`src/rtl/even_pipe_issue_scoreboard_if.sv`:
```
// Opcode package and the issue handshake interface between the decoder and the even-pipe scoreboard.
package epis_pkg;
  typedef enum logic [4:0] {
    OP_NOP,
    OP_ADD_WORD,
    OP_AND,
    OP_OR,
    OP_MULTIPLY,
    OP_FLOATING_MULTIPLY
  } opcode_e;
endpackage

interface even_pipe_issue_scoreboard_if #(parameter int AW = 7, parameter int LAT_W = 3);
  import epis_pkg::*;
  logic             in_valid;
  logic             in_ready;
  opcode_e          in_op_code;
  logic [AW-1:0]    in_ra, in_rb, in_rc, in_rt;
  logic             in_use_ra, in_use_rb, in_use_rc;
  logic             in_wr_en;
  logic [LAT_W-1:0] in_latency;
  logic             issue_valid;
  opcode_e          issue_op_code;
  logic [AW-1:0]    issue_ra, issue_rb, issue_rc, issue_rt;
  logic             issue_wr_en;

  modport master (
    output in_valid, in_op_code, in_ra, in_rb, in_rc, in_rt,
           in_use_ra, in_use_rb, in_use_rc, in_wr_en, in_latency,
    input  in_ready,
    input  issue_valid, issue_op_code, issue_ra, issue_rb, issue_rc, issue_rt, issue_wr_en
  );
  modport slave (
    input  in_valid, in_op_code, in_ra, in_rb, in_rc, in_rt,
           in_use_ra, in_use_rb, in_use_rc, in_wr_en, in_latency,
    output in_ready,
    output issue_valid, issue_op_code, issue_ra, issue_rb, issue_rc, issue_rt, issue_wr_en
  );
endinterface

```
`src/rtl/even_pipe_issue_scoreboard.sv`:
```
// Even-pipe issue scoreboard: per-register writeback countdowns, RAW/WAW/port hazard stall, 1-cycle issue.
module epis_reg_cnt #(
  parameter int LAT_W = 3
) (
  input  logic             clock,
  input  logic             reset,
  input  logic             flush,
  input  logic             set,
  input  logic [LAT_W-1:0] leff,
  output logic             busy
);
  logic [LAT_W-1:0] cnt;

  // A new reservation overrides the running decrement
  always_ff @(posedge clock or negedge reset) begin
    if (!reset)            cnt <= '0;
    else if (flush)        cnt <= '0;
    else if (set)          cnt <= leff;
    else if (cnt != '0)    cnt <= cnt - 1'b1;
  end

  assign busy = (cnt != '0);
endmodule

module even_pipe_issue_scoreboard
  import epis_pkg::*;
#(
  parameter int NUM_REGS = 128,
  parameter int MAX_LAT  = 7,
  parameter int LAT_W    = 3
) (
  input  logic                        clock,
  input  logic                        reset,
  input  logic                        flush,
  even_pipe_issue_scoreboard_if.slave bus,
  output logic [NUM_REGS-1:0]         reg_busy,
  output logic [15:0]                 stall_count
);
  localparam int SW = MAX_LAT + 2;

  logic [LAT_W-1:0]    leff;
  logic [LAT_W:0]      pslot;
  logic [MAX_LAT:1]    wb_slot, wb_nxt;
  logic [SW-1:0]       wb_ext;
  logic [NUM_REGS-1:0] set_vec;
  logic                raw_hz, waw_hz, port_hz, hazard, accept;

  assign leff  = (bus.in_latency < LAT_W'(2)) ? LAT_W'(2) : bus.in_latency;
  assign pslot = {1'b0, leff} + (LAT_W+1)'(1);
  // Zero-padded at both ends so slot MAX_LAT+1 reads as free
  assign wb_ext = {1'b0, wb_slot, 1'b0};

  assign raw_hz  = (bus.in_use_ra & reg_busy[bus.in_ra]) |
                   (bus.in_use_rb & reg_busy[bus.in_rb]) |
                   (bus.in_use_rc & reg_busy[bus.in_rc]);
  assign waw_hz  = bus.in_wr_en & reg_busy[bus.in_rt];
  assign port_hz = bus.in_wr_en & wb_ext[pslot];
  assign hazard  = raw_hz | waw_hz | port_hz;

  assign bus.in_ready = reset & ~hazard & ~flush;
  assign accept       = bus.in_valid & bus.in_ready;

  always_comb begin
    set_vec = '0;
    if (accept && bus.in_wr_en) set_vec[bus.in_rt] = 1'b1;
  end

  always_comb begin
    wb_nxt = {1'b0, wb_slot[MAX_LAT:2]};
    if (accept && bus.in_wr_en) wb_nxt[leff] = 1'b1;
  end

  for (genvar r = 0; r < NUM_REGS; r++) begin : g_reg
    epis_reg_cnt #(.LAT_W(LAT_W)) u_cnt (
      .clock (clock),
      .reset (reset),
      .flush (flush),
      .set   (set_vec[r]),
      .leff  (leff),
      .busy  (reg_busy[r])
    );
  end

  always_ff @(posedge clock or negedge reset) begin
    if (!reset)     wb_slot <= '0;
    else if (flush) wb_slot <= '0;
    else            wb_slot <= wb_nxt;
  end

  always_ff @(posedge clock or negedge reset) begin
    if (!reset) begin
      bus.issue_valid   <= 1'b0;
      bus.issue_op_code <= OP_NOP;
      bus.issue_ra      <= '0;
      bus.issue_rb      <= '0;
      bus.issue_rc      <= '0;
      bus.issue_rt      <= '0;
      bus.issue_wr_en   <= 1'b0;
    end else begin
      bus.issue_valid <= accept;
      if (accept) begin
        bus.issue_op_code <= bus.in_op_code;
        bus.issue_ra      <= bus.in_ra;
        bus.issue_rb      <= bus.in_rb;
        bus.issue_rc      <= bus.in_rc;
        bus.issue_rt      <= bus.in_rt;
        bus.issue_wr_en   <= bus.in_wr_en;
      end
    end
  end

  always_ff @(posedge clock or negedge reset) begin
    if (!reset)
      stall_count <= '0;
    else if (bus.in_valid && !bus.in_ready && !flush && stall_count != 16'hFFFF)
      stall_count <= stall_count + 16'd1;
  end
endmodule

```
`src/flat_wrapper.sv`:
```
// flat-port wrapper written by rule: the top's interface ports become plain ports
module even_pipe_issue_scoreboard_flat import epis_pkg::*;
#(
  parameter int NUM_REGS = 128,
  parameter int MAX_LAT  = 7,
  parameter int LAT_W    = 3
)
  (clock, reset, flush, reg_busy, stall_count, bus_in_valid, bus_in_op_code, bus_in_ra, bus_in_rb, bus_in_rc, bus_in_rt, bus_in_use_ra, bus_in_use_rb, bus_in_use_rc, bus_in_wr_en, bus_in_latency, bus_in_ready, bus_issue_valid, bus_issue_op_code, bus_issue_ra, bus_issue_rb, bus_issue_rc, bus_issue_rt, bus_issue_wr_en);
  even_pipe_issue_scoreboard_if #(.AW(7), .LAT_W(LAT_W)) bus_i ();
  input  logic clock;
  input  logic reset;
  input  logic flush;
  output logic [NUM_REGS-1:0] reg_busy;
  output logic [15:0] stall_count;
  input wire logic [$bits(bus_i.in_valid)-1:0] bus_in_valid;
  input wire logic [$bits(bus_i.in_op_code)-1:0] bus_in_op_code;
  input wire logic [$bits(bus_i.in_ra)-1:0] bus_in_ra;
  input wire logic [$bits(bus_i.in_rb)-1:0] bus_in_rb;
  input wire logic [$bits(bus_i.in_rc)-1:0] bus_in_rc;
  input wire logic [$bits(bus_i.in_rt)-1:0] bus_in_rt;
  input wire logic [$bits(bus_i.in_use_ra)-1:0] bus_in_use_ra;
  input wire logic [$bits(bus_i.in_use_rb)-1:0] bus_in_use_rb;
  input wire logic [$bits(bus_i.in_use_rc)-1:0] bus_in_use_rc;
  input wire logic [$bits(bus_i.in_wr_en)-1:0] bus_in_wr_en;
  input wire logic [$bits(bus_i.in_latency)-1:0] bus_in_latency;
  output wire logic [$bits(bus_i.in_ready)-1:0] bus_in_ready;
  output wire logic [$bits(bus_i.issue_valid)-1:0] bus_issue_valid;
  output wire logic [$bits(bus_i.issue_op_code)-1:0] bus_issue_op_code;
  output wire logic [$bits(bus_i.issue_ra)-1:0] bus_issue_ra;
  output wire logic [$bits(bus_i.issue_rb)-1:0] bus_issue_rb;
  output wire logic [$bits(bus_i.issue_rc)-1:0] bus_issue_rc;
  output wire logic [$bits(bus_i.issue_rt)-1:0] bus_issue_rt;
  output wire logic [$bits(bus_i.issue_wr_en)-1:0] bus_issue_wr_en;
  assign bus_i.in_valid = bus_in_valid;
  assign bus_i.in_op_code = bus_in_op_code;
  assign bus_i.in_ra = bus_in_ra;
  assign bus_i.in_rb = bus_in_rb;
  assign bus_i.in_rc = bus_in_rc;
  assign bus_i.in_rt = bus_in_rt;
  assign bus_i.in_use_ra = bus_in_use_ra;
  assign bus_i.in_use_rb = bus_in_use_rb;
  assign bus_i.in_use_rc = bus_in_use_rc;
  assign bus_i.in_wr_en = bus_in_wr_en;
  assign bus_i.in_latency = bus_in_latency;
  assign bus_in_ready = bus_i.in_ready;
  assign bus_issue_valid = bus_i.issue_valid;
  assign bus_issue_op_code = bus_i.issue_op_code;
  assign bus_issue_ra = bus_i.issue_ra;
  assign bus_issue_rb = bus_i.issue_rb;
  assign bus_issue_rc = bus_i.issue_rc;
  assign bus_issue_rt = bus_i.issue_rt;
  assign bus_issue_wr_en = bus_i.issue_wr_en;
  even_pipe_issue_scoreboard #(.NUM_REGS(NUM_REGS), .MAX_LAT(MAX_LAT), .LAT_W(LAT_W)) u_core (.clock(clock), .reset(reset), .flush(flush), .bus(bus_i), .reg_busy(reg_busy), .stall_count(stall_count));
endmodule
```
`config.mk`:
```
export PLATFORM = sky130hd
export DESIGN_NAME = even_pipe_issue_scoreboard_flat
export DESIGN_NICKNAME = d
export VERILOG_FILES = /design/src/rtl/even_pipe_issue_scoreboard_if.sv /design/src/rtl/even_pipe_issue_scoreboard.sv /design/src/flat_wrapper.sv
export SDC_FILE = /design/constraint.sdc
export NUM_CORES = 1
export LEC_CHECK = 0
export CAP_MARGIN = 20
export CORE_ASPECT_RATIO = 0.8
export CORE_MARGIN = 2
export CORE_UTILIZATION = 50
export CTS_CLUSTER_SIZE = 8
export DETAILED_ROUTE_END_ITERATION = 8
export PLACE_DENSITY = 0.69
export SLEW_MARGIN = 15
export SYNTH_ARGS = -nofsm -noshare
export SYNTH_HDL_FRONTEND = slang
export SYNTH_SLANG_ARGS = --single-unit
```
`constraint.sdc`:
```
create_clock -name clock -period 3.9 [get_ports clock]
set_input_delay 0.78 -clock clock [delete_from_list [all_inputs] [get_ports clock]]
set_output_delay 0.78 -clock clock [all_outputs]
set_load 0.01 [all_outputs]
```
# [After elaboration in Yosys (flattened, before gate mapping)]
# Index checks and enable logic that the tools add are counted.
# Widths: inputs -> output; s select.
[op_classes] eq_ne=1 reduce_logical=264 n_addsub=130 n_lt_le_gt_ge=9 n_bitwise=15 n_mux=402
[ops] op="$mux 3" n=385
[ops] op="$reduce_bool 3->1" n=256
[ops] op="$sub 3x1->3 const B" n=128
[ops] op="$mux 128" n=1
[ops] op="$lt 7x8->1 const B" n=4
[ops] op="$bmux 1 s7" n=4
[ops] op="$add 16x1->16 const B" n=1
[ops] op="$ne 16x16->1 const B" n=1
[ops] op="$mux 7" n=2
[ops] op="$and 1x1->1" n=8
[ops] op="$demux 1 s7" n=1
[ops] op="$ge 7x1->1 const B" n=1
[ops] op="$mux 1" n=7
[ops] op="$or 6x7->7" n=1
[ops] op="$logic_and 1x1->1" n=6
[ops] op="$lt 4x5->1 const B" n=1
[ops] op="$add 3x1->4 const B" n=1
[ops] op="$bmux 1 s4" n=1
[ops] op="$lt 3x4->1 const B" n=1
[ops] op="$or 1x1->1" n=4
[ops] op="$demux 1 s3" n=1
[ops] op="$ge 3x1->1 const B" n=1
[ops] op="$lt 3x2->1 const B" n=1
[ops] op="$logic_not 1->1" n=2
[ops] op="$not 1->1" n=2
[word_totals] out_inout_bits=180 elab_cells=958 in_bits=44 register_bits=442

# [Logic depth before layout (Yosys ltp)]
# Gate-level depths: netlist of run 1.
[depth] ltp_word=16 ltp_mapped=15 depth_no_buf=13

# [Modules after synthesis]
# Synthesis of run 1 repeated with hierarchy kept, for this count alone.
[hier_totals] cells_unflattened=3453 area_unflattened_um2=34874.7
[modules_own_cells] module="epis_reg_cnt" seq_area_each_um2=75.1 area_per_inst_um2=211.5 cells_each=21 n_inst=128
[modules_own_cells] module="even_pipe_issue_scoreboard" seq_area_each_um2=1451.4 area_per_inst_um2=7808.7 cells_each=765 n_inst=1

# [Worst setup path before layout of run 1]
# No wires, ideal clock.
[synth_timing] path_type="input to register" start="in bus_in_ra[1]" end="reg u_core.g_reg[103].u_cnt.cnt[0]" setup_ps=128 path_slack_ps=75 t_arrival_ps=3698 path_buffers=5 path_stages=14 path_cell_list="buf_2 > inv_2 > buf_4 > buf_2 > mux4_2 > o22ai_1 > o21ai_0 > nand2_1 > o211a_1 > nand4_2 > buf_6 > buf_6 > nor4_4 > mux2_1"
[synth_between] elab_chain_cells=15 word_cells_on_any_way=16 classes_between="mux (5); bitwise (9); reduce/logical (2)"
[synth_lines] element="start: declaration" line_no="flat_wrapper.sv:17" rtl="input wire logic [$bits(bus_i.in_ra)-1:0] bus_in_ra;"
[synth_lines] element="$bmux 1 s7 (*)" line_no="even_pipe_issue_scoreboard.sv:53" rtl="assign raw_hz = (bus.in_use_ra & reg_busy[bus.in_ra]) |"
[synth_lines] element="$mux 1 (implied by the code) (*)" line_no="even_pipe_issue_scoreboard.sv:53"
[synth_lines] element="$and 1x1->1 (*)" line_no="even_pipe_issue_scoreboard.sv:53"
[synth_lines] element="$or 1x1->1 (*)" line_no="even_pipe_issue_scoreboard.sv:53"
[synth_lines] element="$or 1x1->1 (*)" line_no="even_pipe_issue_scoreboard.sv:54" rtl="(bus.in_use_rb & reg_busy[bus.in_rb]) |"
[synth_lines] element="$or 1x1->1 (*) (2 in a row)" line_no="even_pipe_issue_scoreboard.sv:58" rtl="assign hazard = raw_hz | waw_hz | port_hz;"
[synth_lines] element="$not 1->1 (*)" line_no="even_pipe_issue_scoreboard.sv:60" rtl="assign bus.in_ready = reset & ~hazard & ~flush;"
[synth_lines] element="$and 1x1->1 (*) (2 in a row)" line_no="even_pipe_issue_scoreboard.sv:60"
[synth_lines] element="$and 1x1->1 (*)" line_no="even_pipe_issue_scoreboard.sv:61" rtl="assign accept = bus.in_valid & bus.in_ready;"
[synth_lines] element="$logic_and 1x1->1 (*)" line_no="even_pipe_issue_scoreboard.sv:65" rtl="if (accept && bus.in_wr_en) set_vec[bus.in_rt] = 1'b1;"
[synth_lines] element="$mux 128 (*)" line_no="even_pipe_issue_scoreboard.sv:65"
[synth_lines] element="$mux 3" line_no="even_pipe_issue_scoreboard.sv:18" rtl="else if (set) cnt <= leff;"
[synth_lines] element="$mux 3" line_no="even_pipe_issue_scoreboard.sv:17" rtl="else if (flush) cnt <= '0;"
[synth_lines] element="end signal: assignment" line_no="even_pipe_issue_scoreboard.sv:18"
[synth_lines] element="end signal: assignment" line_no="even_pipe_issue_scoreboard.sv:19" rtl="else if (cnt != '0) cnt <= cnt - 1'b1;"
[synth_lines] element="end: declaration" line_no="even_pipe_issue_scoreboard.sv:12" rtl="logic [LAT_W-1:0] cnt;"
# Every way passes the cells marked *; elsewhere a longest branch is shown, timed or not. The select of a mux whose other input is x is not followed.
# A chain may end at the register's enable or synchronous reset.

# [Worst setup path after layout of run 1]
[layout_timing] start="in bus_in_rt[3]" end="out bus_in_ready"
[layout_between] elab_chain_cells=8
[layout_lines] element="start: declaration" line_no="flat_wrapper.sv:20" rtl="input wire logic [$bits(bus_i.in_rt)-1:0] bus_in_rt;"
[layout_lines] element="$bmux 1 s7" line_no="even_pipe_issue_scoreboard.sv:56" rtl="assign waw_hz = bus.in_wr_en & reg_busy[bus.in_rt];"
[layout_lines] element="$mux 1 (implied by the code)" line_no="even_pipe_issue_scoreboard.sv:56"
[layout_lines] element="$and 1x1->1" line_no="even_pipe_issue_scoreboard.sv:56"
[layout_lines] element="$or 1x1->1 (2 in a row)" line_no="even_pipe_issue_scoreboard.sv:58"
[layout_lines] element="$not 1->1" line_no="even_pipe_issue_scoreboard.sv:60"
[layout_lines] element="$and 1x1->1 (2 in a row)" line_no="even_pipe_issue_scoreboard.sv:60"
[layout_lines] element="end: declaration" line_no="flat_wrapper.sv:26" rtl="output wire logic [$bits(bus_i.in_ready)-1:0] bus_in_ready;"
# No other way between the ends. The select of a mux whose other input is x is not followed.

==> flow_summary_export.csv, run 1 <==
group,metric,value,unit
global_route,grt_usage,33.3,%
routing,drc,0,
logic_synthesis,async_flop_share,100,%
power,p_leak,20.4,nW
floorplanning,core_area,0.0704,mm^2
floorplanning,fp.dieArea,0.0734,mm^2
run_status,violations,"negative setup slack",
setup_path,path_max_fanout,5,
routing,num_vias,29800,
finish,final_core_util,63.3,%
clock_network,numCtsBuffers,66,
global_route,antenna_found_initial,3,
sta,grt_setup_unrepaired,"true",
floorplanning,rows,87,
setup_path,crit_path_start,"bus_in_rt[3]",
clock_network,cts_tree,"built",
sta,final.setup_skew,0.0223,ns
power,power.total,0.0355,W
floorplanning,dieWidth,302,um
sta,fin_ws,-0.214,ns
setup_path,cpMaxStageDelayCell,"clkdlybuf4s50_1",
placement,place.gp.congestion,1.09,
sta,period_needed,4.11,ns
logic_synthesis,ys.flop_type,"dfrtp_1",
setup_path,cp-start-kind,"primary input",
logic_synthesis,ys_ff_latch,442,
sta,period_share,105,%
logic_synthesis,syn_nets,3886,
finish,diodes,0,
sta,setup_viol,6,
setup_path,cpMostUsedCell,"nand4_1",
routing,antenna_left,0,
clock_network,clkTransAtPathRegs,0.05,ns
logic_synthesis,syn_area,0.0356,mm^2
setup_path,crit_chain,"clkdlybuf4s50_1 > nor2_2 > buf_4 > o21ai_0 > nor3_1 > o21ai_1 > nand4_1 > nand4_1 > nand4_4 > inv_4 > buf_6",
clock_network,clk_latency,0.60,ns
logic_synthesis,synth_seq_area_share,31.1,%
logic_synthesis,synth_edf_count,0,
floorplanning,io_pins,224,
setup_path,path_class,"in2out",
finish,most-common-layout-cells,"buf_4, dfrtp_1, nor2_1, inv_1, ha_1",
finish,layoutNonFillerInstCount,4971,
global_route,grt_pass1_vias,29000,
run_status,status,"finished with violations",
logic_synthesis,syn_inst,3584,
global_route,grt_max_degree,157,
routing,wl,125,mm
setup_path,timing.rr.start,"u_core.g_reg[68].u_cnt.cnt[1]$_DFFE_PN0P_",
finish,final_nets,4329,
finish,areaGrowthSynthToFinish,25.2,%
routing,wire_per_inst,25.2,um
clock_network,htree_levels,3,
floorplanning,initial_core_util,50.6,%
floorplanning,die_y,243,um
clock_network,clock-root-buffer,"clkbuf_16",
sta,fmax,243,MHz
routing,drt_iter0_drc,3230,
sta,worstMarginPinSlew,1.05,ns
global_route,gr-total-overflow,0,
sta,slew_headroom,29.7,%
placement,dp.cells,4869,
setup_path,slowest_delay,0.54,ns
placement,hpwl,90.0,mm
power,p_per_area,795,mW/mm^2
worst_hold_path,hp-class,"in2async",
sta,hold_viol,0,
power,ir_worst_vdd,0.000620,V
finish,nFillCells,5590,
logic_synthesis,synth.distinct_cells,76,
job,cap_viol_max_count,0,
global_route,grt_first_pass_wirelength,184,mm
clock_network,clk_path_buf_depth,3,
routing,vias_per_cell,6.00,
logic_synthesis,avgSynthCellArea,9.94,um^2
clock_network,clock_sinks,442,
sta,finalMaxSlewViolations,0,
setup_path,setup.worst_path.end_class,"output pin",
placement,numPortBuffers,223,
routing,first_pass_iters,6,
setup_path,arrival,3.33,ns
finish,layout_commonest_cell,"buf_4",
logic_synthesis,yosys_warnings,0,
setup_path,cp.required,3.12,ns
finish,layout-drive-gt1-share,29.2,%
## cell usage after synthesis, types with 5 or more instances
| library cell | number | area, um^2 |
|---|---|---|
| nor3_1 | 14 | 70.1 |
| nor2b_1 | 61 | 382 |
| buf_6 | 9 | 101 |
| nand3_1 | 24 | 120 |
| a21oi_1 | 12 | 60.1 |
| buf_2 | 36 | 180 |
| or2_2 | 93 | 582 |
| mux4_2 | 72 | 1620 |
| o21ai_0 | 17 | 85.1 |
| dfrtp_1 | 442 | 11100 |
| o2111ai_1 | 18 | 158 |
| inv_1 | 278 | 1040 |
| o211ai_1 | 8 | 60.1 |
| a211oi_1 | 5 | 37.5 |
| buf_1 | 27 | 101 |
| clkbuf_1 | 249 | 935 |
| mux2_2 | 115 | 1290 |
| nand2_1 | 38 | 143 |
| nand4b_1 | 6 | 52.6 |
| o22ai_1 | 56 | 350 |
| inv_2 | 7 | 26.3 |
| nand2b_1 | 140 | 876 |
| nor4_1 | 6 | 37.5 |
| ha_1 | 258 | 3230 |
| nor2_1 | 401 | 1510 |
| or3b_2 | 8 | 70.1 |
| o221ai_1 | 7 | 61.3 |
| o41ai_1 | 8 | 70.1 |
| a211o_1 | 129 | 1130 |
| nor4_4 | 76 | 1620 |
| buf_4 | 129 | 968 |
| mux2_1 | 76 | 856 |
| nor4_2 | 52 | 651 |
| nand3b_1 | 30 | 225 |
| nor3b_1 | 43 | 323 |
| o21bai_1 | 41 | 308 |
| and3_1 | 15 | 93.8 |
| xnor2_1 | 139 | 1220 |
| mux2i_1 | 233 | 2330 |
| nand4_1 | 14 | 87.6 |
| o31ai_1 | 132 | 991 |
## power by group
group / internal [W] / switching [W]
combinational: 0.0109 / 0.0117
clock: 0.00325 / 0.00210
sequential: 0.00645 / 0.00115
total: 0.0205 / 0.0149
## metal layers
layer  part of all wire, %  up-vias  GRT usage, %
met4                   3.9        2          12.4
li1                      -    13200             -
met3                    11      311          9.69
met5                 0.010        -             0
met2                    43     1487          48.4
met1                    42    14800          46.6
## worst max-delay path, delay by kind of cell
family | cells | cell delay [ns]
AOI/OAI and AO/OA | 2 | 0.28
buffers and inverters | 4 | 0.96
and+or+nand+nor | 5 | 1.31
## registers in the layout, indices dropped and copies added (netlist names)
signal                    flops
u_core.g.u_cnt.cnt          384
u_core.bus.issue_rb           7
u_core.bus.issue_op_code      5
u_core.bus.issue_rc           7
u_core.bus.issue_valid        1
u_core.bus.issue_wr_en        1
u_core.stall_count           16
u_core.bus.issue_ra           7
u_core.wb_slot                7
u_core.bus.issue_rt           7
## path summary, 6_finish.rpt
path,to,slack (ns),cells after the start
setup / recovery,bus_in_ready,-0.21,11
hold / removal,u_core.g_reg[45].u_cnt.cnt[2]$_DFFE_PN0P_,0.36,2
setup reg to reg,u_core.g_reg[102].u_cnt.cnt[0]$_DFFE_PN0P_,-0.12,16
hold reg to reg,u_core.wb_slot[6]$_DFF_PN0_,0.49,2
max in group asynchronous,u_core.g_reg[75].u_cnt.cnt[2]$_DFFE_PN0P_,2.16,3
min in group clock,u_core.wb_slot[6]$_DFF_PN0_,0.49,2
## stage by stage
stage / setup TNS, ns / worst slack [ns] / hold WS, ns / instance area, um^2
after floorplan: 0 / 0.0746 / 0.446 / 35600
after global placement: -371.83 / -1.13 / 0.477 / 41500
after detailed placement: -356.12 / -1.13 / 0.469 / 41500
after CTS: -0.312 / -0.179 / 0.348 / 43600
after global routing: -1.84 / -0.282 / 0.384 / 44600
final: -0.486 / -0.214 / 0.360 / 44600
## final cells by class
cell class,instances,area [um^2],area share (%)
inverter,288,1090,2.44
clock inverter,2,17.5,0.0393
tap,934,1170,2.62
timing repair buffer,825,7410,16.6
sequential,442,11100,24.8
clock buffer,76,1830,4.09
multi-input combinational,2404,22000,49.4
## cells by family after synthesis
| logic type | share of synthesized area, % |
|---|---|
| AOI/OAI and AO/OA | 10.2 |
| xor gates and xnor gates | 3.44 |
| adders and majority gates | 9.07 |
| buffers and inverters | 9.46 |
| DFF | 31.1 |
| muxes | 17.1 |
| and+or+nand+nor | 19.6 |
## repair_timing
action | in CTS | in global routing
setup endpoints to repair | 424 | 267
pin swaps | 11 | 92
hold buffers | 0 | 0
cloned | 0 | 8
setup buffers | 6 | 11
resized for setup | 46 | 128
Power figures use the tool's default switching activity.
==> run 2: changes to the inputs <==
Settings changed: PLACE_DENSITY 0.69 to not set, PLACE_DENSITY_LB_ADDON set to 0.1.
==> flow_summary_export.csv, run 2 (synthesized netlist as in run 1, its figures left out) <==
group,metric,value,unit
run_status,status,"finished with violations",
run_status,violations,"negative setup slack",
routing,antenna_left,0,
sta,setup_tns,-26.20,ns
setup_path,path_class,"reg2out",
sta,hold_viol,0,
finish,layout_commonest_cell,"buf_4",
global_route,antenna_found_initial,1,
power,internal-power,0.0209,W
clock_network,cts_tree,"built",
power,clkPwrFrac,13.4,%
placement,numPortBuffers,223,
global_route,grt_max_degree,169,
power,power.total,0.0365,W
power,p_leak,21.1,nW
job,cap_viol_max_count,0,
routing,wire_per_inst,26.8,um
routing,drc,0,
clock_network,numCtsBuffers,61,
power,ir_worst_vdd,0.000543,V
setup_path,arrival,3.50,ns
global_route,gr-total-overflow,0,
sta,fmax,234,MHz
sta,period_share,110,%
sta,worstMarginPinSlew,0.994,ns
finish,largest_register_ffs,384,
sta,slew_headroom,33.7,%
clock_network,clk_latency,0.66,ns
power,swShare,42.9,%
placement,place.gp.congestion,1.03,
routing,vias_per_cell,6.03,
sta,final.setup_skew,0.0410,ns
setup_path,path_max_fanout,5,
finish,nFillCells,5576,
setup_path,cp-start-kind,"register",
clock_network,clock_sinks,442,
setup_path,crit_chain,"inv_1 > ha_1 > nand2b_1 > o22ai_2 > nor4_2 > buf_4 > o22ai_1 > nor4_1 > nand4_1 > nand4_4 > inv_2 > buf_6",
floorplanning,fp.dieArea,0.0734,mm^2
finish,top_register,"u_core.g.u_cnt.cnt",
power,power_switching,0.0156,W
setup_path,slowest_delay,0.42,ns
finish,most-common-layout-cells,"buf_4, dfrtp_1, nor2_1, inv_1, ha_1",
routing,num_vias,30600,
setup_path,setup.worst_path.end_class,"output pin",
floorplanning,core_area,0.0704,mm^2
setup_path,cp.required,3.12,ns
routing,drt_iter0_drc,2613,
routing,first_pass_iters,6,
global_route,grt_pass1_vias,30700,
floorplanning,rows,87,
finish,final_core_util,64.9,%
sta,period_needed,4.28,ns
floorplanning,dieWidth,302,um
clock_network,htree_levels,2,
finish,final_nets,4434,
finish,areaGrowthSynthToFinish,28.3,%
floorplanning,die_y,243,um
floorplanning,io_pins,224,
placement,dp_slack,-0.950,ns
floorplanning,initial_core_util,50.6,%
power,combPwrFrac,65.7,%
routing,wl,136,mm
sta,grt_setup_unrepaired,"true",
sta,setup_viol,228,
sta,finalMaxSlewViolations,0,
sta,hold_ws,0.218,ns
global_route,grt_first_pass_wirelength,199,mm
power,seq_power_share,21.0,%
finish,reg_top3,"u_core.g.u_cnt.cnt: 384 flops, u_core.stall_count: 16 flops",
placement,hpwl,98.1,mm
global_route,grt_usage,36.3,%
power,p_per_area,799,mW/mm^2
sta,fin_ws,-0.382,ns
finish,layout-drive-gt1-share,31.6,%
clock_network,clk_path_buf_depth,3,
setup_path,cpMaxStageDelayCell,"nand2b_1",
worst_hold_path,hp-class,"in2async",
clock_network,clkTransAtPathRegs,0.05,ns
clock_network,clock-root-buffer,"clkbuf_16",
-- run 2: cell types whose count changed in the layout (fill, tap and decap cells not counted), sizes merged, moves of 2 or more --
cell	delta
clkbuf	-13
buf	+106
inv	+2
dlymetal6s2s	-2
dlygate4sd2	+3
bufbuf	+4
-- run 2: critical path: cells and delay by family, from the launching register on --
| kind | cells | cell delay (ns) |
|---|---|---|
| AOI/OAI and AO/OA | 2 | 0.19 |
| adders and majority gates | 1 | 0.22 |
| DFF | 1 | 0.36 |
| buffers and inverters | 4 | 0.43 |
| and+or+nand+nor | 5 | 1.66 |
-- run 2: worst paths after layout --
kind	startpoint	end	cells after the start	slack [ns]
worst max-delay path	u_core.g_reg[29].u_cnt.cnt[0]$_DFFE_PN0P_	bus_in_ready	12	-0.38
worst min-delay path	reset	u_core.wb_slot[3]$_DFF_PN0_	2	0.22
worst max register to register	u_core.g_reg[46].u_cnt.cnt[0]$_DFFE_PN0P_	u_core.g_reg[118].u_cnt.cnt[0]$_DFFE_PN0P_	17	-0.27
worst min register to register	u_core.stall_count[8]$_DFFE_PN0P_	u_core.stall_count[8]$_DFFE_PN0P_	1	0.49
max in group asynchronous	reset	u_core.g_reg[9].u_cnt.cnt[1]$_DFFE_PN0P_	3	2.04
min in group clock	u_core.stall_count[8]$_DFFE_PN0P_	u_core.stall_count[8]$_DFFE_PN0P_	1	0.49
-- run 2: layout make-up --
type                    count  area (um^2)  share of cell area, %
multi-input cells        2404        22100                   48.4
flip-flops and latches    442        11100                   24.2
repair buffers            935         8640                   18.9
clock buffers              63         1530                   3.36
well taps                 934         1170                   2.56
inverters                 288         1080                   2.37
clock inverters             4         67.6                  0.148
diodes                      1         2.50                0.00548
-- run 2: power groups by stage --
stage                     Sequential, W  Combinational (W)  Clock, W
after detailed placement        0.00765             0.0227         0
final                           0.00765             0.0240   0.00488
after CTS                       0.00760             0.0233   0.00495
after global routing            0.00784             0.0255   0.00514
after global placement          0.00753             0.0220         0
after floorplan                 0.00748             0.0140         0
-- run 2: what timing repair did --
item                                    CTS  global route
endpoints found under the setup margin  215           371
cloned                                    8             6
hold buffers                              0             0
resized for setup                       148            77
pin swaps                                65            57
buffers inserted                          8            19
-- run 2: routing by layer --
layer / vias to the layer above / track usage [%] / part of all wire [%]
met3: 234 / 7.71 / 9.3
met4: 0 / 10.3 / 2.9
met1: 15600 / 51.5 / 43
li1: 13400 / - / -
met5: - / 0 / 0
met2: 1291 / 55.7 / 45
-- run 2: stage by stage --
step                area (um^2)  instances
floorplan                 35600       3584
global placement          42400       4965
detailed placement        42400       4965
CTS                       45100       5048
global route              45700       5070
finish                    45700       5071
